==> src/rtl/dm_arb_pkg.sv <==
// ---------------------------------------------------------------------------
// dm_arb_pkg
//   Shared definitions for the data-memory port arbiter: the transfer state
//   encoding, beat/byte geometry and the identifiers of the two requesters.
// ---------------------------------------------------------------------------
package dm_arb_pkg;

  // Bytes moved per 64-bit access and the width of one memory beat.
  localparam int BEATS  = 8;
  localparam int BYTE_W = 8;

  // Requester identifiers: port 0 is the CPU load/store path, port 1 the
  // loader/debug path.
  localparam logic PORT_CPU = 1'b0;
  localparam logic PORT_LDR = 1'b1;

  // Transfer sequencer states.
  typedef enum logic [1:0] {
    IDLE  = 2'd0,  // waiting for a request
    XFER  = 2'd1,  // one byte beat per cycle on the memory port
    DRAIN = 2'd2,  // read only: collect the last byte after its strobe
    DONE  = 2'd3   // completion pulse to the granted port
  } arb_state_e;

endpackage

==> src/rtl/rr_arb2.sv <==
// ---------------------------------------------------------------------------
// rr_arb2
//   Two-way round-robin picker. When both ports request, the port that was
//   not granted last wins. The "last granted" pointer is a register that
//   only moves when a grant is actually issued (i_en high and a request
//   present).
//
// Ports:
//   clk, rst_n  clock, asynchronous active-low reset (pointer resets to
//               port 1 so that port 0 wins the first tie)
//   i_req[1:0]  request per port
//   i_en        picker enabled (arbiter is free to start a transfer)
//   o_gnt[1:0]  one-hot grant, zero when disabled or nothing requested
//   o_last      port granted most recently
// ---------------------------------------------------------------------------
module rr_arb2
  import dm_arb_pkg::*;
(
  input  logic       clk,
  input  logic       rst_n,
  input  logic [1:0] i_req,
  input  logic       i_en,
  output logic [1:0] o_gnt,
  output logic       o_last
);

  logic       r_last;
  logic [1:0] w_pick;

  always_comb begin
    // NOTE: give every combinational output a default before any branch;
    // a path that leaves it unassigned turns the block into a latch.
    w_pick = 2'b00;
    case (i_req)
      2'b01:   w_pick = 2'b01;
      2'b10:   w_pick = 2'b10;
      2'b11:   w_pick = r_last ? 2'b01 : 2'b10;
      default: w_pick = 2'b00;
    endcase
  end

  assign o_gnt  = i_en ? w_pick : 2'b00;
  assign o_last = r_last;

  // NOTE: clocked state is always written with non-blocking assignments so
  // every register samples the pre-edge values regardless of block order.
  always_ff @(posedge clk or negedge rst_n) begin
    if (!rst_n) begin
      r_last <= PORT_LDR;
    end else if (|o_gnt) begin
      r_last <= o_gnt[1];
    end
  end

endmodule

==> src/rtl/dm_port_arbiter.sv <==
// ---------------------------------------------------------------------------
// dm_port_arbiter
//   Shares the byte-wide data memory between two 64-bit requesters (port 0:
//   CPU load/store, port 1: loader/debug). A granted access is sequenced as
//   BEATS little-endian byte beats starting at the requested byte address,
//   wrapping modulo the memory size. Reads see a one-cycle memory latency,
//   so the last byte is collected in an extra DRAIN cycle.
//
//   Timing from the IDLE cycle in which a request is sampled (cycle 0):
//     write: beats in cycles 1..8, ack in cycle 9
//     read : beats in cycles 1..8, drain in cycle 9, ack in cycle 10
//   DONE always returns to IDLE, so back-to-back accesses are separated by
//   at least one IDLE cycle.
//
// Ports:
//   clk, rst_n        clock, asynchronous active-low reset (aborts any
//                     transfer, clears all outputs, no ack)
//   req0/req1         request, held until the matching ack
//   we0/we1           1 = write, 0 = read; sampled at grant
//   addr0/addr1       byte address of byte 0; bits above ADDR_W ignored
//   wdata0/wdata1     write data; sampled at grant
//   rdata0/rdata1     read result, updated only when that port's read ends
//   ack0/ack1         one-cycle completion pulse
//   mem_addr          byte address to the memory
//   mem_wdata         byte to write
//   mem_we / mem_re   byte write / read strobes (never both high)
//   mem_rdata         read byte, valid the cycle after mem_re
// ---------------------------------------------------------------------------
module dm_port_arbiter #(
  parameter int ADDR_W = 10,
  parameter int BEATS  = dm_arb_pkg::BEATS
) (
  input  logic                 clk,
  input  logic                 rst_n,
  input  logic                 req0,
  input  logic                 req1,
  input  logic                 we0,
  input  logic                 we1,
  input  logic [63:0]          addr0,
  input  logic [63:0]          addr1,
  input  logic [8*BEATS-1:0]   wdata0,
  input  logic [8*BEATS-1:0]   wdata1,
  output logic [8*BEATS-1:0]   rdata0,
  output logic [8*BEATS-1:0]   rdata1,
  output logic                 ack0,
  output logic                 ack1,
  output logic [ADDR_W-1:0]    mem_addr,
  output logic [7:0]           mem_wdata,
  output logic                 mem_we,
  output logic                 mem_re,
  input  logic [7:0]           mem_rdata
);

  import dm_arb_pkg::*;

  localparam int DATA_W = BEATS * BYTE_W;
  localparam int BEAT_W = (BEATS > 1) ? $clog2(BEATS) : 1;
  localparam logic [BEAT_W-1:0] LAST_BEAT = BEAT_W'(BEATS - 1);

  // ---- registered state --------------------------------------------------
  arb_state_e            r_state;
  logic [BEAT_W-1:0]     r_beat;
  logic                  r_port;      // granted port id
  logic                  r_we;        // granted access is a write
  logic [DATA_W-1:0]     r_wdata;     // write bytes not yet sent, LSB first
  logic [DATA_W-1:0]     r_shadow;    // read bytes collected so far
  logic [DATA_W-1:0]     r_rdata0;
  logic [DATA_W-1:0]     r_rdata1;
  logic [1:0]            r_ack;
  logic [ADDR_W-1:0]     r_mem_addr;
  logic [7:0]            r_mem_wdata;
  logic                  r_mem_we;
  logic                  r_mem_re;

  // ---- arbitration and grant-time selection ------------------------------
  logic [1:0]            w_gnt;
  logic                  w_rr_last;
  logic                  w_arb_en;
  logic                  w_sel_we;
  logic [ADDR_W-1:0]     w_sel_addr;
  logic [DATA_W-1:0]     w_sel_wdata;
  logic                  w_unused;

  // Only the IDLE state may start a new transfer; requests arriving while a
  // transfer is running simply stay pending at the picker inputs.
  assign w_arb_en = (r_state == IDLE);

  rr_arb2 u_rr_arb2 (
    .clk    (clk),
    .rst_n  (rst_n),
    .i_req  ({req1, req0}),
    .i_en   (w_arb_en),
    .o_gnt  (w_gnt),
    .o_last (w_rr_last)
  );

  assign w_sel_we    = w_gnt[1] ? we1                 : we0;
  assign w_sel_addr  = w_gnt[1] ? addr1[ADDR_W-1:0]   : addr0[ADDR_W-1:0];
  assign w_sel_wdata = w_gnt[1] ? wdata1              : wdata0;

  // Address bits above the memory size carry no meaning here.
  assign w_unused = ^{addr0[63:ADDR_W], addr1[63:ADDR_W], w_rr_last};

  // ---- transfer sequencer ------------------------------------------------
  // The memory strobes are registered: they are set on the edge that enters
  // a beat and cleared on the edge that leaves the last beat, so the bus is
  // quiet in every state except XFER. Read bytes arrive one cycle after
  // their strobe and are shifted into r_shadow from the top, so after
  // BEATS shifts byte 0 sits in the least significant lane.
  always_ff @(posedge clk or negedge rst_n) begin
    if (!rst_n) begin
      r_state     <= IDLE;
      r_beat      <= '0;
      r_port      <= PORT_CPU;
      r_we        <= 1'b0;
      r_wdata     <= '0;
      r_shadow    <= '0;
      r_rdata0    <= '0;
      r_rdata1    <= '0;
      r_ack       <= 2'b00;
      r_mem_addr  <= '0;
      r_mem_wdata <= '0;
      r_mem_we    <= 1'b0;
      r_mem_re    <= 1'b0;
    end else begin
      case (r_state)
        IDLE: begin
          if (|w_gnt) begin
            r_port      <= w_gnt[1];
            r_we        <= w_sel_we;
            r_beat      <= '0;
            r_mem_addr  <= w_sel_addr;
            r_mem_we    <= w_sel_we;
            r_mem_re    <= ~w_sel_we;
            r_mem_wdata <= w_sel_we ? w_sel_wdata[BYTE_W-1:0] : 8'h00;
            r_wdata     <= w_sel_wdata >> BYTE_W;
            r_state     <= XFER;
          end
        end

        XFER: begin
          // The byte strobed in the previous beat is on mem_rdata now.
          if (!r_we && (r_beat != '0)) begin
            r_shadow <= {mem_rdata, r_shadow[DATA_W-1:BYTE_W]};
          end

          if (r_beat == LAST_BEAT) begin
            r_mem_addr  <= '0;
            r_mem_wdata <= '0;
            r_mem_we    <= 1'b0;
            r_mem_re    <= 1'b0;
            if (r_we) begin
              r_ack[r_port] <= 1'b1;
              r_state       <= DONE;
            end else begin
              r_state       <= DRAIN;
            end
          end else begin
            r_beat     <= r_beat + BEAT_W'(1);
            r_mem_addr <= r_mem_addr + ADDR_W'(1);
            if (r_we) begin
              r_mem_wdata <= r_wdata[BYTE_W-1:0];
              r_wdata     <= r_wdata >> BYTE_W;
            end
          end
        end

        DRAIN: begin
          // Final byte lands directly in the port's result register.
          if (r_port == PORT_LDR) begin
            r_rdata1 <= {mem_rdata, r_shadow[DATA_W-1:BYTE_W]};
          end else begin
            r_rdata0 <= {mem_rdata, r_shadow[DATA_W-1:BYTE_W]};
          end
          r_ack[r_port] <= 1'b1;
          r_state       <= DONE;
        end

        DONE: begin
          r_ack   <= 2'b00;
          r_state <= IDLE;
        end

        default: begin
          r_state <= IDLE;
        end
      endcase
    end
  end

  // ---- outputs -----------------------------------------------------------
  assign ack0      = r_ack[0];
  assign ack1      = r_ack[1];
  assign rdata0    = r_rdata0;
  assign rdata1    = r_rdata1;
  assign mem_addr  = r_mem_addr;
  assign mem_wdata = r_mem_wdata;
  assign mem_we    = r_mem_we;
  assign mem_re    = r_mem_re;

endmodule

==> config.mk <==
export PLATFORM = sky130hd
export DESIGN_NAME = dm_port_arbiter
export DESIGN_NICKNAME = d
export VERILOG_FILES = /design/src/rtl/dm_arb_pkg.sv /design/src/rtl/rr_arb2.sv /design/src/rtl/dm_port_arbiter.sv
export SDC_FILE = /design/constraint.sdc
export NUM_CORES = 1
export LEC_CHECK = 0
export CAP_MARGIN = 20
export CORE_UTILIZATION = 30
export CTS_BUF_LIST = sky130_fd_sc_hd__clkbuf_16
export CTS_CLUSTER_DIAMETER = 30
export DETAILED_ROUTE_END_ITERATION = 10
export GPL_ROUTABILITY_DRIVEN = 1
export SLEW_MARGIN = 40
export SYNTH_ARGS = -nofsm -noshare
export SYNTH_HDL_FRONTEND = slang
export SYNTH_SLANG_ARGS = --single-unit
==> constraint.sdc <==
create_clock -name clk -period 2.45 [get_ports clk]
set_input_delay 0.3675 -clock clk [delete_from_list [all_inputs] [get_ports clk]]
set_output_delay 0.3675 -clock clk [all_outputs]
set_load 0.02 [all_outputs]
**Yosys cells after proc, flatten, opt, wreduce, memory -nomap -nowiden**

Index checks and enable logic that the tools add are counted.

- Output and inout bits: 150
- Register bits: 286

- Reductions and logical operators: 19
- Equality and inequality tests: 12
- Muxes and demuxes: 35
- Bitwise operators: 3
- Magnitude comparators: 2
- $add $sub $neg: 2

Operators by type and width:

| kind | number |
|---|---|
| two-way mux 64 bit | 4 |
| one-hot mux 64 bit (2 select lines) | 1 |
| two-way mux 8 bit | 4 |
| two-way mux 10 bit | 3 |
| one-hot mux 10 bit (2 select lines) | 1 |
| one-hot mux 8 bit (2 select lines) | 1 |
| two-way mux 2 bit | 6 |
| one-hot mux 2 bit (3 select lines) | 2 |
| AND reduction 2 bit | 6 |
| AND reduction 3 bit | 4 |
| adder 10 x 1 -> 10 bit (second input constant) | 1 |
| == test 2 bit (second input constant) | 4 |
| inequality test 2 bit (second input constant) | 4 |
| one-hot mux 2 bit (4 select lines) | 1 |
| two-way mux 1 bit | 6 |
| two-way mux 3 bit | 2 |
| one-hot mux 3 bit (2 select lines) | 1 |
| nonzero test 3 bit | 2 |
| == test 2 x 1 -> 1 bit (second input constant) | 2 |
| one-hot mux 1 bit (2 select lines) | 2 |
| AND reduction 4 bit | 1 |
| adder 3 x 1 -> 3 bit (second input constant) | 1 |
| == test 3 bit (second input constant) | 1 |
| inequality test 3 bit (second input constant) | 1 |
| 10 further kinds | 12 |

**Logic depth before layout (Yosys ltp)**

- Depth after elaboration: 8
- Mapped depth: 9

**Modules after synthesis**

A second synthesis with hierarchy kept.

- Cell total of the unflattened synthesis: 957
- Area, all modules: 11798.8 um^2

Modules (own cells, without submodules):

| module | instances | seq. area each (um^2) | area an instance (um^2) | cells an instance |
|---|---|---|---|---|
| dm_port_arbiter | 1 | 6731.5 | 11736.3 | 949 |
| rr_arb2 | 1 | 26.3 | 62.6 | 8 |

**Worst setup path before layout**

No wires, ideal clock.

- Kind: reg2reg
- From: register r_beat[0]
- To: register r_mem_wdata[5], in the netlist mem_wdata[5]
- Path buffers: 3
- Setup slack: 0.427 ns
- Required time: 2.329 ns
- Library setup time: 0.121 ns
- Period minus slack after synthesis: 2.023 ns
- Stages on the path, launching flop included: 10
- Data arrival time: 1.902 ns
- Path through: dfrtp_1 > ha_1 > ha_1 > clkbuf_1 > nand2b_1 > buf_2 > o221ai_2 > buf_2 > a21oi_1 > a22o_1

- Longest elaborated chain between the ends: 3
- Elaborated cells on any way between the ends: 5
- Those cells by class: eq/ne: 2; mux: 2; reduce/logical: 1

RTL lines:

| what | line | text |
|---|---|---|
| start, declared | dm_port_arbiter.sv:62 | `logic [BEAT_W-1:0] r_beat;` |
| start signal, assigned | dm_port_arbiter.sv:159 | `r_beat <= r_beat + BEAT_W'(1);` |
| == test 3 bit * | dm_port_arbiter.sv:147 | `if (r_beat == LAST_BEAT) begin` |
| inequality test 3 bit (no line) / two-way mux 8 bit (equally long branches) | n/a |  |
| AND reduction 3 bit (no line) / one-hot mux 8 bit (2 select lines) (equally long branches) | n/a |  |
| end signal, assigned | dm_port_arbiter.sv:135 | `r_mem_wdata <= w_sel_we ? w_sel_wdata[BYTE_W-1:0] : 8'h00;` |
| end signal, assigned | dm_port_arbiter.sv:162 | `r_mem_wdata <= r_wdata[BYTE_W-1:0];` |
| end, declared | dm_port_arbiter.sv:71 | `logic [7:0] r_mem_wdata;` |

Every way passes the cells marked *; elsewhere a longest branch is shown, timed or not.
A chain may end at the register's enable or synchronous reset.

**Final worst setup path**

- From: register r_state[0]
- To: register r_wdata[23]

- Longest elaborated chain between the ends: 5
- Elaborated cells on any way between the ends: 12
- Those cells by class: eq/ne: 4; mux: 4; reduce/logical: 4

RTL lines:

| what | line | text |
|---|---|---|
| start, declared | dm_port_arbiter.sv:61 | `arb_state_e r_state;` |
| start signal, assigned | dm_port_arbiter.sv:112 | `r_state <= IDLE;` |
| start signal, assigned | dm_port_arbiter.sv:137 | `r_state <= XFER;` |
| start signal, assigned | dm_port_arbiter.sv:154 | `r_state <= DONE;` |
| logical NOT 2 bit | dm_port_arbiter.sv:86, dm_port_arbiter.sv:126 |  |
| two-way mux 2 bit | rr_arb2.sv:42 | `assign o_gnt = i_en ? w_pick : 2'b00;` |
| OR reduction 2 bit / two-way mux 64 bit (equally long branches) | dm_port_arbiter.sv:128, dm_port_arbiter.sv:99 |  |
| inequality test 2 bit (no line) / two-way mux 64 bit (equally long branches) | n/a |  |
| AND reduction 4 bit (no line) / one-hot mux 64 bit (2 select lines) (equally long branches) | n/a |  |
| end signal, assigned | dm_port_arbiter.sv:136 | `r_wdata <= w_sel_wdata >> BYTE_W;` |
| end signal, assigned | dm_port_arbiter.sv:163 | `r_wdata <= r_wdata >> BYTE_W;` |
| end, declared | dm_port_arbiter.sv:65 | `logic [DATA_W-1:0] r_wdata;` |

Several ways; a longest one is shown, not always the timed one. The select of a mux whose other input is x is not followed.

==> impl_metrics.env <==
export IMPL_status="finished, final reports clean"
export IMPL_max_freq_mhz=447
export IMPL_slew_violations=0
export IMPL_cts_made_buffers=57
export IMPL_setup_viol=0
export IMPL_synth_simple_gate_area_frac=0.104
export IMPL_start_kind="flop"
export IMPL_drtPass1Iterations=4
export IMPL_grt_setup_unrepaired="no"
export IMPL_first_global_vias=9500
export IMPL_drive_gt1_frac=0.235
export IMPL_io_buffer_count=311
export IMPL_slew_headroom=0.620
export IMPL_hold_path_class="in2async"
export IMPL_nets=1592
export IMPL_clk_latency_ns=0.57
export IMPL_p_leak_uw=0.00771
export IMPL_finalCriticalPeriod_ns=2.24
export IMPL_clk_path_buf_depth=3
export IMPL_power_density_nw_per_um2=1550
export IMPL_crit_path_start="r_state[0]"
export IMPL_antenna_found_initial=6
export IMPL_required_ns=2.90
export IMPL_viasPerCell=4.80
export IMPL_synth_mux_area_fraction=0.185
export IMPL_syn_cell_area_um2=12100
export IMPL_yosys_top_cells_area="dfrtp_1, mux2_2, o31ai_1, a211oi_1, nand2_1"
export IMPL_critPathKind="reg2reg"
export IMPL_syn_nets=1264
export IMPL_ant_nets=0
export IMPL_drv_cap=0
export IMPL_synth_edf_count=0
export IMPL_cts_tree="yes"
export IMPL_synth_top_family_by_area="multiplexers"
export IMPL_worstReg2RegStart="r_state[0]"
export IMPL_overflow=0
export IMPL_ys_seq_area_frac=0.558
export IMPL_drt_iter0_markers=357
export IMPL_grt_pass1_wl_mm=53.5
export IMPL_die_width_um=203
export IMPL_fillCellCount=3711
export IMPL_cts_root_buf="clkbuf_16"
export IMPL_synth_seq_cells=270
export IMPL_clk_pin_slew_worst_paths_ns=0.04
export IMPL_async_reset_ff_frac=1.00
export IMPL_synthFlopType="dfrtp_1"
export IMPL_gp_congestion=0.809
export IMPL_wire_per_inst_um=18.0
export IMPL_grt_usage=0.166
export IMPL_row_count=73
export IMPL_critPathMaxFanout=90
export IMPL_fp_dieH_um=203
export IMPL_synth_compound_area_frac=0.112
export IMPL_tightestPinTransition_ns=0.569
export IMPL_cts_max_level=2
export IMPL_drc=0
export IMPL_io_pins=420
export IMPL_finalPower_uw=27800
export IMPL_finalSetupTns_ns=0
export IMPL_synth_xor_area_share=0
export IMPL_critical_path_arrival_ns=2.69
export IMPL_yosysMostFrequentCell="dfrtp_1"
export IMPL_placed_cell_area_um2=16000
export IMPL_fin_crit_sh=0.913
export IMPL_core_area_um2=39700
export IMPL_vias=9064
export IMPL_yosys_top_cells_count="dfrtp_1, mux2_2, nand2_1"
export IMPL_crit_path_end_kind="flop"
export IMPL_skew_ns=0.0178
export IMPL_finalHoldViolCount=0
export IMPL_ir_drop_mv=0.631
export IMPL_yosysWarningCount=0
export IMPL_final_area_um2=17900
export IMPL_syn_avg_cell_area_um2=12.3
export IMPL_die_area_um2=41200
export IMPL_netlist_instances=985
export IMPL_yosysUniqueCellTypes=51
export IMPL_synth_fa_ha_area_frac=0.00930
export IMPL_grt_max_degree=119
export IMPL_areaGrowthSynthToFinish_pct=48.1
export IMPL_yosysTopAreaCellShare=0.556
export IMPL_synth_top_cell_by_area="dfrtp_1"
export IMPL_start_util=0.305
export IMPL_wl_mm=34.0
export IMPL_dp_final_hpwl_mm=24.5
export IMPL_clkSinkCount=270
## final timing paths
kind / endpoint / slack (ns) / cells after the start
max: r_wdata[23] / 0.21 / 7
min: mem_addr[8] / 0.31 / 2
max reg2reg: r_wdata[23] / 0.21 / 7
min reg2reg: r_wdata[26] / 0.47 / 2
max in group asynchronous: r_wdata[50] / 1.30 / 3
min in group clk: r_wdata[26] / 0.47 / 2
## where the power goes
part | switching [uW] | total (uW) | leakage (uW) | internal (uW)
sequential | 1560 | 8400 | 0.00322 | 6840
clock | 2360 | 7470 | 0.000952 | 5110
combinational | 5880 | 11900 | 0.00354 | 6060
total | 9800 | 27800 | 0.00771 | 18000
## worst max-delay path, stage by stage (launching register included)
cell	delay, ns
dfrtp_1	0.42
inv_1	0.17
ha_2	0.27
buf_4	0.20
nor2_1	0.09
a211o_4	0.40
buf_12	0.24
o31ai_1	0.30
## timing repair
| action | CTS | global route |
|---|---|---|
| gates resized for setup | 0 | 1 |
| endpoints found under the hold margin | 46 | 0 |
| hold buffers | 1 | 0 |
| buffers inserted | 0 | 0 |
| setup endpoints to repair | 0 | 16 |
## registers in the layout, indices dropped and copies added, names as in the netlist, 2 cells and up
| signal | count |
|---|---|
| mem_addr | 10 |
| mem_wdata | 8 |
| r_ack | 2 |
| r_beat | 3 |
| r_shadow | 56 |
| r_state | 2 |
| r_wdata | 56 |
| rdata0 | 64 |
| rdata1 | 64 |
## routing by layer
metal / share of wire / vias to the layer above / global-route usage
li1: - / 4299 / -
met3: 0.084 / 58 / 0.0555
met1: 0.43 / 4418 / 0.208
met4: 0.017 / 6 / 0.0456
met5: 0.0012 / - / 0
met2: 0.47 / 283 / 0.274
## cells by family after synthesis
family,after synthesis
AOI/OAI and AO/OA,183
adders and majority gates,9
buffers and inverters,83
DFF,270
muxes,201
and+or+nand+nor,239
## final cells by class
type                    instances  area (um2)  share of cell area
diodes                          6        15.0            0.000837
multi-input cells             632        5020               0.280
repair buffers                345        3560               0.199
clock inverters                45         467              0.0260
inverters                       7        26.3             0.00147
clock buffers                  57        1430              0.0795
flip-flops and latches        270        6760               0.377
well taps                     525         657              0.0366
## per-stage QoR
step	worst slack [ns]	utilization	cells	hold slack [ns]
floorplan	0.427	-	985	0.0719
global placement	0.160	0.403	1778	0.316
detailed placement	0.124	0.403	1778	0.325
CTS	0.160	0.451	1881	0.310
global route	0.0425	0.451	1881	0.340
finish	0.212	0.451	1887	0.312
## layout by cell type (no fill, tap or decap), types with 4 or more instances in the layout
master and count:
mux2_2 184, buf_4 18, buf_12 15, clkinv_1 10
nor2_1 7, diode_2 6, and3_1 50, nand2_1 90
a211oi_1 49, nor3_1 10, clkbuf_16 57, a311o_1 9
o31ai_2 4, clkinv_2 12, o31ai_1 52, inv_1 14
bufinv_16 9, o221ai_1 4, a22o_1 11, nor2b_1 49
clkdlybuf4s50_1 310, dfrtp_1 269, o21ai_0 12, nand3_1 8
a21oi_1 24, mux2i_1 17, nand2b_1 5, ha_1 7
(Power assumes the default switching activity.)
